<file path="config.mk">
export PLATFORM = sky130hd
export DESIGN_NAME = sad_loader
export DESIGN_NICKNAME = d
export VERILOG_FILES = /design/src/rtl/sad_pkg.sv /design/src/rtl/sad_min_tracker.sv /design/src/rtl/sad_loader.sv
export SDC_FILE = /design/constraint.sdc
export NUM_CORES = 1
export LEC_CHECK = 0
export CAP_MARGIN = 20
export CORE_ASPECT_RATIO = 1.4
export CORE_MARGIN = 3
export CORE_UTILIZATION = 47
export DETAILED_ROUTE_END_ITERATION = 10
export PLACE_DENSITY = 0.83
export SYNTH_ARGS = -nofsm -noshare
export SYNTH_HDL_FRONTEND = slang
export SYNTH_SLANG_ARGS = --single-unit
</file>
<file path="constraint.sdc">
create_clock -name Clk -period 6.2 [get_ports Clk]
set_clock_uncertainty 0.1 [all_clocks]
set_input_delay 0.62 -clock Clk [delete_from_list [all_inputs] [get_ports Clk]]
set_output_delay 0.62 -clock Clk [all_outputs]
set_load 0.1 [all_outputs]
</file>
<file path="src/rtl/sad_pkg.sv">
// Shared types and constants for the SAD loader and its min tracker.
package sad_pkg;
  localparam int DATA_W  = 32;
  localparam int ADDR_W  = 6;
  localparam int N_WORDS = 64;
  localparam int SAD_W   = 32;
  localparam int IDX_W   = 16;

  typedef enum logic [2:0] {
    IDLE   = 3'd0,
    LOAD_A = 3'd1,
    LOAD_B = 3'd2,
    SETTLE = 3'd3,
    GO     = 3'd4,
    WAIT   = 3'd5,
    RESULT = 3'd6
  } state_t;
endpackage

</file>
<file path="src/rtl/sad_min_tracker.sv">
// Running minimum SAD and the job index that produced it; cleared on a fresh A load.
module sad_min_tracker
  import sad_pkg::*;
(
  input  logic             clk,
  input  logic             rst,
  input  logic             clear,
  input  logic             capture,
  input  logic [SAD_W-1:0] sad,
  output logic [SAD_W-1:0] min_sad,
  output logic [IDX_W-1:0] min_idx,
  output logic [IDX_W-1:0] job_idx
);
  always_ff @(posedge clk or posedge rst) begin
    if (rst) begin
      min_sad <= '1;
      min_idx <= '0;
      job_idx <= '0;
    end else if (clear) begin
      min_sad <= '1;
      min_idx <= '0;
      job_idx <= '0;
    end else if (capture) begin
      // strict compare: ties keep the earlier index
      if (sad < min_sad) begin
        min_sad <= sad;
        min_idx <= job_idx;
      end
      job_idx <= job_idx + 1'b1;
    end
  end
endmodule

</file>
<file path="src/rtl/sad_loader.sv">
// Streams current (A) and candidate (B) blocks into the SAD SRAMs, kicks the core, returns the SAD.
// Optional min/index tracking outputs are built when SAD_LOADER_MIN_TRACK_EN is defined.
module sad_loader #(
  parameter int DATA_W  = sad_pkg::DATA_W,
  parameter int ADDR_W  = sad_pkg::ADDR_W,
  parameter int N_WORDS = sad_pkg::N_WORDS
) (
  input  logic                      Clk,
  input  logic                      Rst,
  input  logic [DATA_W-1:0]         In_Data,
  input  logic                      In_Valid,
  output logic                      In_Ready,
  input  logic                      Keep_A,
  output logic [DATA_W-1:0]         MA_di31,
  output logic [ADDR_W-1:0]         MA_Addr6,
  output logic                      MA_enb,
  output logic                      MA_web,
  output logic [DATA_W-1:0]         MB_di31,
  output logic [ADDR_W-1:0]         MB_Addr6,
  output logic                      MB_enb,
  output logic                      MB_web,
  output logic                      Go_t,
  input  logic                      Done_t,
  input  logic [sad_pkg::SAD_W-1:0] SAD_Out_t,
  output logic [sad_pkg::SAD_W-1:0] Res_Data,
  output logic                      Res_Valid,
  input  logic                      Res_Ready,
  output logic                      Busy
`ifdef SAD_LOADER_MIN_TRACK_EN
  ,
  output logic [sad_pkg::SAD_W-1:0] Min_SAD,
  output logic [sad_pkg::IDX_W-1:0] Min_Idx,
  output logic [sad_pkg::IDX_W-1:0] Job_Idx
`endif
);
  import sad_pkg::*;

  state_t            state, state_nx;
  logic [ADDR_W-1:0] cnt;
  logic              a_loaded, done_q;
  logic              accept, fresh_a, to_a, last_word, capture;

  assign In_Ready  = (state == IDLE) || (state == LOAD_A) || (state == LOAD_B);
  assign Busy      = (state != IDLE);
  assign accept    = In_Valid && In_Ready;
  // Keep_A only counts once A actually holds a complete block
  assign fresh_a   = !(Keep_A && a_loaded);
  assign to_a      = (state == LOAD_A) || ((state == IDLE) && fresh_a);
  assign last_word = (cnt == ADDR_W'(N_WORDS - 1));
  assign capture   = (state == WAIT) && Done_t && !done_q;

  always_ff @(posedge Clk or posedge Rst) begin
    if (Rst) state <= IDLE;
    else     state <= state_nx;
  end

  always_comb begin
    state_nx = state;
    case (state)
      IDLE:    if (accept) state_nx = fresh_a ? LOAD_A : LOAD_B;
      LOAD_A:  if (accept && last_word) state_nx = LOAD_B;
      LOAD_B:  if (accept && last_word) state_nx = SETTLE;
      SETTLE:  state_nx = GO;
      GO:      state_nx = WAIT;
      WAIT:    if (capture) state_nx = RESULT;
      RESULT:  if (Res_Ready) state_nx = IDLE;
      default: state_nx = IDLE;
    endcase
  end

  always_ff @(posedge Clk or posedge Rst) begin
    if (Rst) begin
      cnt       <= '0;
      a_loaded  <= 1'b0;
      done_q    <= 1'b0;
      Go_t      <= 1'b0;
      MA_di31   <= '0;
      MA_Addr6  <= '0;
      MA_enb    <= 1'b0;
      MA_web    <= 1'b0;
      MB_di31   <= '0;
      MB_Addr6  <= '0;
      MB_enb    <= 1'b0;
      MB_web    <= 1'b0;
      Res_Data  <= '0;
      Res_Valid <= 1'b0;
    end else begin
      done_q <= Done_t;
      // registered, so the pulse lands the cycle after GO (last B accept + 3)
      Go_t   <= (state == GO);
      MA_enb <= accept && to_a;
      MA_web <= accept && to_a;
      MB_enb <= accept && !to_a;
      MB_web <= accept && !to_a;
      if (accept) begin
        cnt <= cnt + 1'b1;
        if (to_a) begin
          MA_di31  <= In_Data;
          MA_Addr6 <= cnt;
        end else begin
          MB_di31  <= In_Data;
          MB_Addr6 <= cnt;
        end
        if ((state == IDLE) && fresh_a)    a_loaded <= 1'b0;
        if ((state == LOAD_A) && last_word) a_loaded <= 1'b1;
      end
      if (capture) begin
        Res_Data  <= SAD_Out_t;
        Res_Valid <= 1'b1;
      end else if ((state == RESULT) && Res_Ready) begin
        Res_Valid <= 1'b0;
      end
    end
  end

`ifdef SAD_LOADER_MIN_TRACK_EN
  sad_min_tracker u_min (
    .clk     (Clk),
    .rst     (Rst),
    .clear   (accept && (state == IDLE) && fresh_a),
    .capture (capture),
    .sad     (SAD_Out_t),
    .min_sad (Min_SAD),
    .min_idx (Min_Idx),
    .job_idx (Job_Idx)
  );
`endif
endmodule

</file>
# --- Word level (Yosys, flattened, before mapping) ---
# Index checks and enable logic that the tools add are counted.
# Widths: inputs -> output; s select.
word_totals:
  out_inout_bits: 116
  latch_bits: 0
  register_bits: 123
  mem_bits_rw: 0
  elab_cells: 62
  rom_bits: 0
  memories: 0
op_classes:
  n_mux: 11
  n_reduce_logical: 24
  bitwise: 1
  n_eq_ne: 12
  div: 0
  addsub: 1
  multipliers: 0
  magnitude_cmp: 0
  n_shift: 0
ops:
  columns: ["operator", "count"]
  rows:
  - ["$pmux 3 s7", 1]
  - ["$mux 3", 5]
  - ["$logic_and 1x1->1", 10]
  - ["$eq 3x3->1 const B", 3]
  - ["$add 6x1->6 const B", 1]
  - ["$eq 3x2->1 const B", 2]
  - ["$eq 6x6->1 const B", 1]
  - ["$ne 2x2->1 const B", 3]
  - ["$reduce_and 2->1", 3]
  - ["$reduce_and 5->1", 1]
  - ["$mux 1", 4]
  - ["$ne 2x1->1 const B", 2]
  - ["$reduce_bool 2->1", 2]
  - ["$eq 3x1->1 const B", 1]
  - ["$logic_not 1->1", 3]
  - ["$logic_not 3->1", 1]
  - ["$logic_or 1x1->1", 3]
  - ["$reduce_bool 3->1", 1]
  - ["$mux 2", 1]
  - ["$not 1->1", 1]

# --- Depth between registers and ports, before layout ---
# Gate-level depths: netlist of run 1.
depth:
  word_depth: 7
  depth_mapped: 6
  mapped_depth_nobuf: 5

# --- Worst setup path before layout of run 1 ---
# Ideal clock, no wire load.
synth_path:
  kind: "register -> output"
  start: "reg state[0]"
  end: "out In_Ready"
  path_stages_with_launch: 4
  arrival_time_ns: 2.174
  slack_ns: 3.306
  path_cell_list: "dfrtp_1 > buf_2 > clkbuf_1 > a21oi_1"
synth_between:
  elab_chain_len: 3
  elab_cells_between_ends: 5
  classes_between: "eq/ne (2); reduce/logical (3)"
synth_lines:
  columns: ["item", "line", "text"]
  rows:
  - ["start: declaration", "sad_loader.sv:38", "state_t state, state_nx;"]
  - ["start signal: assignment", "sad_loader.sv:54", "else state <= state_nx;"]
  - ["$eq 3x1->1 / $logic_not 3->1 (equally long branches)", "sad_loader.sv:43", "assign In_Ready = (state == IDLE) || (state == LOAD_A) || (state == LOAD_B);"]
  - ["$logic_or 1x1->1", "sad_loader.sv:43", null]
  - ["$logic_or 1x1->1 (*)", "sad_loader.sv:43", null]
  - ["end: declaration", "sad_loader.sv:12", "output logic In_Ready,"]
# Mark *: on every way between the ends. The rest lies on a longest branch, timed or not.

# --- Final worst setup path of run 1 ---
layout_path:
  start: "reg state[0]"
  end: "out Busy"
layout_between:
  elab_chain_len: 1
layout_lines:
  columns: ["item", "line", "text"]
  rows:
  - ["$reduce_bool 3->1", "sad_loader.sv:44", "assign Busy = (state != IDLE);"]
  - ["end: declaration", "sad_loader.sv:28", "output logic Busy"]
# Every way passes these cells.

==> run_results.csv, run 1 <==
group,metric,value,unit
clocking,cts_setup_buffers,0,
synth,synth_cell_types,32,
worst_setup_path,end_kind,"primary output",
clocking,clock_latency,0.40,ns
placement,portBuffers,185,
grt,grt_max_degree,76,
synth,yosysMostFrequentCell,"dfrtp_1",
die,num_rows,43,
synth,synth_area_leader_cell,"dfrtp_1",
clocking,clock-sinks,123,
routing,ant_nets,0,
die,core,0.00995,mm^2
min_path,hp-class,"reg2reg",
grt,grt_pass1_wl,18.6,mm
timing,rsz0062_at_grt,"false",
worst_setup_path,criticalPathCategory,"reg2out",
clocking,cts-root-buf,"clkbuf_16",
placement,place_ws,3.10,ns
routing,wirelength,11.3,mm
die,die_width,91.3,um
finish,drive_gt1_share,28.7,%
worst_setup_path,cp_data_arrival_time,2.41,ns
clocking,clk_pin_slew,0.05,ns
synth,synthTopCellsByCount,"dfrtp_1, mux2_2, nand2_1",
grt,grt_pass1_vias,3600,
die,pin_count,186,
synth,ys_warn_count,0,
die,start_util,48.1,%
die,die_area,0.0115,mm^2
routing,drc_errors,0,
worst_setup_path,cp-start-kind,"flop",
synth,yosysSeqAreaShare,64.2,%
finish,antenna_cells,0,
timing,finalSetupViolCount,0,
flow_run,drv.max_cap_violation_count,0,
synth,syn_area_per_cell,15.5,um^2
finish,nets,571,
synth,synth_edf_count,0,
clocking,cts_tree,"done",
timing,layout_min_cycle_time,3.13,ns
synth,synth_cells,309,
die,die_y,125,um
timing,slew_headroom,30.1,%
clocking,postCtsResizedCells,0,
clocking,clk_path_buf_depth,2,
clocking,cts.hold.buffers_added,0,
timing,slew_viol_final,0,
timing,report.final.hold_viol_count,0,
synth,synth-seq-cells,123,
synth,synth_async_sr_flop_share,100,%
timing,period_share,50.5,%
synth,syn_area,0.00479,mm^2
worst_setup_path,crit_required,5.48,ns
clocking,numCtsBuffers,17,
routing,drt-pass1-iter-count,4,
timing,setup-tns-final,0,ns
synth,synth_top_area_share,64.2,%
finish,syn_to_final_growth,54.0,%
routing,vias,3227,
grt,antenna_found_initial,0,
timing,worstMarginPinSlew,1.05,ns
grt,overflow,0,
placement,place_hpwl,8.21,mm
synth,syn_nets,380,
outcome,status,"completed",
timing,timing.fmax,319,MHz
worst_setup_path,crit_fanout,17,
synth,synthTopCellsByArea,"dfrtp_1, mux2_2, mux2_4, nand2_1, buf_4",
routing,routed_via_density,4.98,
synth,synth_ff_type,"dfrtp_1",
timing,layout_setup_ws,3.07,ns
grt,grt_use_total,20.9,%
clocking,htree_num_levels,4,
routing,drtIter0Drc,94,
placement,gp_congestion,0.750,
routing,post_drt_wl_per_cell,17.5,um
[flip-flops by register name, indices dropped and copies added, names as in the netlist]
name,count
done_q,1
Res_Data,32
Go_t,1
MB_di31,32
MA_Addr6,6
MB_Addr6,6
MA_web,1
state,3
a_loaded,1
cnt,6
Res_Valid,1
MB_web,1
MA_di31,32
[through the flow]
step | hold WS [ns] | util (%) | cell area [um^2] | instances
after global routing | 0.406 | 74.2 | 7380 | 648
after detailed placement | 0.393 | 67.8 | 6740 | 616
after global placement | 0.387 | 67.8 | 6740 | 616
final | 0.403 | 74.2 | 7380 | 648
after floorplan | 0.375 | - | 4790 | 309
after CTS | 0.404 | 74.2 | 7380 | 648
[worst max-delay path, cell delays in order (launching register included)]
cell	delay (ns)
dfrtp_1	0.68
or3_1	0.18
clkdlybuf4s50_1	1.14
[path summary, 6_finish.rpt]
kind	slack (ns)	startpoint	to	cells past startpoint
worst max-delay path	3.07	state[0]$_DFFE_PP0P_	Busy	2
worst min-delay path	0.40	MA_di31[24]$_DFFE_PP0P_	MA_di31[24]$_DFFE_PP0P_	1
worst max register to register	3.53	state[0]$_DFFE_PP0P_	MB_di31[5]$_DFFE_PP0P_	4
worst min register to register	0.40	MA_di31[24]$_DFFE_PP0P_	MA_di31[24]$_DFFE_PP0P_	1
max in group asynchronous	4.15	Rst	MA_di31[26]$_DFFE_PP0P_	3
min in group asynchronous	0.69	Rst	MB_di31[4]$_DFFE_PP0P_	2
[area by class of cell]
cell class | instances | area (um^2)
Tap cell | 135 | 169
Inverter | 4 | 17.5
Timing Repair Buffer | 189 | 1880
Clock buffer | 22 | 474
Clock inverter | 10 | 164
Fill cell | 650 | 2570
Sequential cell | 123 | 3080
Multi-Input combinational cell | 165 | 1600
[cell families after synthesis]
group                      share of synthesized area (%)
DFF                                                 64.2
xor gates and xnor gates                           0.914
and+or+nand+nor                                     3.39
adders and majority gates                          0.261
AOI/OAI and AO/OA                                   2.19
muxes                                               26.3
buffers and inverters                               2.72
[routing by layer]
metal,global-route usage (%),wire [um],vias to the layer above
met5,0,0,-
met4,10.0,314,0
met3,5.66,607,22
met2,37.5,6340,129
met1,22.6,4080,1612
li1,-,-,1464
[cells in the final DEF (no fill, tap or decap)]
cell type / count
o31ai_1: 2
nand4_1: 1
buf_4: 4
nor3b_1: 1
a211oi_1: 1
mux2_2: 99
nor2b_1: 1
clkdlybuf4s50_1: 185
clkbuf_8: 3
mux2_4: 9
o22ai_1: 1
bufinv_16: 4
clkbuf_1: 2
nand3_1: 2
clkinv_2: 1
a21oi_1: 5
nor2_2: 1
dfrtp_1: 123
clkbuf_16: 17
nor2_1: 5
xnor2_1: 3
o21ai_4: 1
inv_4: 1
xor2_1: 2
nor3_1: 5
clkinvlp_4: 4
or2_4: 1
inv_1: 3
a211oi_4: 1
a31oi_1: 1
ha_1: 1
nand2b_1: 3
o21ai_0: 4
clkinv_4: 1
mux2i_1: 1
nor4_1: 1
or3_1: 1
nand2_1: 12
Power of run 1 is left out: the tool's default activity adds up to more than one toggle a clock period on the data nets, which glitch-free logic cannot reach.
==> inputs of run 2 (changes only) <==
--- a/config.mk
+++ b/config.mk
@@ -8,9 +8,9 @@
 export CAP_MARGIN = 20
 export CORE_ASPECT_RATIO = 1.4
 export CORE_MARGIN = 3
-export CORE_UTILIZATION = 47
+export CORE_UTILIZATION = 44
 export DETAILED_ROUTE_END_ITERATION = 10
-export PLACE_DENSITY = 0.83
+export PLACE_DENSITY = 0.79
 export SYNTH_ARGS = -nofsm -noshare
 export SYNTH_HDL_FRONTEND = slang
 export SYNTH_SLANG_ARGS = --single-unit
==> constraint.sdc (replaced) <==
create_clock -name Clk -period 3.3 [get_ports Clk]
set_clock_uncertainty 0.1 [all_clocks]
set_input_delay 0.33 -clock Clk [delete_from_list [all_inputs] [get_ports Clk]]
set_output_delay 0.33 -clock Clk [all_outputs]
set_load 0.1 [all_outputs]
==> run 2 against run 1 <==
  * Sequential share of layout area is 0.16 points higher
  * Critical path depth shrank 1
  * Setup slack got worse by 2.2 ns
  * First-iteration DRC count is 34% higher
  * Wire length is 1.0% lower
  * Sequential cell count did not move
  * Critical path type unchanged
  * Critical endpoint is now Res_Data[22]
  * Largest cell class unchanged
==> run_results.csv, run 2 (same netlist as run 1, synthesis figures left out) <==
group,metric,value,unit
finish,syn_to_final_growth,53.5,%
routing,wirelength,11.2,mm
worst_setup_path,r2r-end,"MB_di31[30]$_DFFE_PP0P_",
timing,slew_headroom,29.5,%
clocking,htree_num_levels,4,
clocking,cts-root-buf,"clkbuf_16",
timing,period_share,72.4,%
grt,overflow,0,
routing,drc_errors,0,
worst_setup_path,criticalPathCategory,"reg2out",
routing,vias,3184,
routing,ant_nets,0,
placement,gp_congestion,0.778,
placement,portBuffers,185,
routing,drt-pass1-iter-count,4,
min_path,hold_start,"Done_t",
grt,antenna_found_initial,0,
clocking,clk_pin_slew,0.05,ns
grt,grt_max_degree,48,
timing,rsz0062_at_grt,"false",
finish,nets,572,
worst_setup_path,crit_fanout,2,
timing,report.final.hold_viol_count,0,
timing,finalSetupViolCount,0,
finish,top_regs,"MA_di31: 32 flops, MB_di31: 32 flops, Res_Data: 32 flops",
finish,final_cell_mix,"clkdlybuf4s50_1, dfrtp_1, mux2_2",
finish,layout_commonest_cell,"clkdlybuf4s50_1",
die,pin_count,186,
die,core,0.0105,mm^2
finish,antenna_cells,0,
routing,post_drt_wl_per_cell,17.3,um
clocking,clock_latency,0.40,ns
worst_setup_path,rr_startpoint,"state[0]$_DFFE_PP0P_",
timing,worstMarginPinSlew,1.05,ns
die,die_y,129,um
routing,routed_via_density,4.90,
finish,drive_gt1_share,28.9,%
worst_setup_path,critPathBufInv,1,
worst_setup_path,path_delay_family,"buffers and inverters",
grt,grt_pass1_vias,3496,
clocking,cts.hold.buffers_added,0,
worst_setup_path,r2r_cells,4,
placement,place_hpwl,8.02,mm
clocking,cts_setup_buffers,0,
grt,grt_use_total,19.3,%
min_path,hp-class,"in2reg",
routing,drtIter0Drc,126,
clocking,clk_path_buf_depth,2,
clocking,numCtsBuffers,17,
worst_setup_path,cp_data_arrival_time,1.96,ns
min_path,whs_endpoint,"done_q$_DFF_PP0_",
grt,grt_pass1_wl,17.8,mm
worst_setup_path,cp-start-kind,"flop",
timing,timing.fmax,418,MHz
clocking,postCtsResizedCells,0,
worst_setup_path,end_kind,"primary output",
die,die_area,0.0122,mm^2
clocking,clock-sinks,123,
die,num_rows,44,
die,die_width,94.2,um
outcome,status,"completed",
worst_setup_path,crit_required,2.87,ns
flow_run,drv.max_cap_violation_count,0,
die,start_util,45.6,%
worst_setup_path,cpPeakStageDelay,1.20,ns
timing,setup-tns-final,0,ns
worst_setup_path,reg2reg_slack,1.00,ns
timing,layout_min_cycle_time,2.39,ns
clocking,cts_tree,"done",
timing,slew_viol_final,0,
min_path,min_path_cells,1,
worst_setup_path,slowest_stage,"clkdlybuf4s50_1",
worst_setup_path,path_cells,"clkdlybuf4s50_1",
==> run 2: through the flow <==
stage          worst slack [ns]  instances  utilization (%)  area [um^2]  hold WS [ns]
2_1_floorplan             0.696        309                -         4800         0.261
3_3_place_gp              0.894        620             64.4         6780         0.386
3_5_place_dp              0.847        620             64.4         6780         0.392
4_1_cts                   0.895        650             69.9         7350         0.286
5_1_grt                   0.880        650             69.9         7350         0.290
6_report                  0.910        650             69.9         7350         0.302
==> run 2: how the worst max path moves through the flow <==
stage | from | end | slack, ns | cells past startpoint
finish | Res_Data[22]$_DFFE_PP0P_ | Res_Data[22] | 0.91 | 1
detailed placement | Keep_A | MB_di31[18]$_DFFE_PP0P_ | 0.85 | 5
CTS | Res_Data[22]$_DFFE_PP0P_ | Res_Data[22] | 0.89 | 1
floorplan | state[0]$_DFFE_PP0P_ | In_Ready | 0.70 | 3
global route | Res_Data[22]$_DFFE_PP0P_ | Res_Data[22] | 0.88 | 1
global placement | Keep_A | MB_di31[28]$_DFFE_PP0P_ | 0.89 | 5
==> run 2: final cells by class <==
type	instances	area, um^2
clock inverters	7	90.1
inverters	4	18.8
flip-flops and latches	123	3080
well taps	138	173
multi-input cells	165	1600
repair buffers	190	1910
fillers	775	3160
clock buffers	23	488
==> run 2: routing by layer <==
| metal | track usage [%] | part of all wire, % |
|---|---|---|
| met1 | 19.4 | 34 |
| met2 | 35.0 | 57 |
| met3 | 7.26 | 7.5 |
| met5 | 0 | 0 |
| met4 | 8.33 | 2.3 |
Power of run 2 is left out for the same reason.
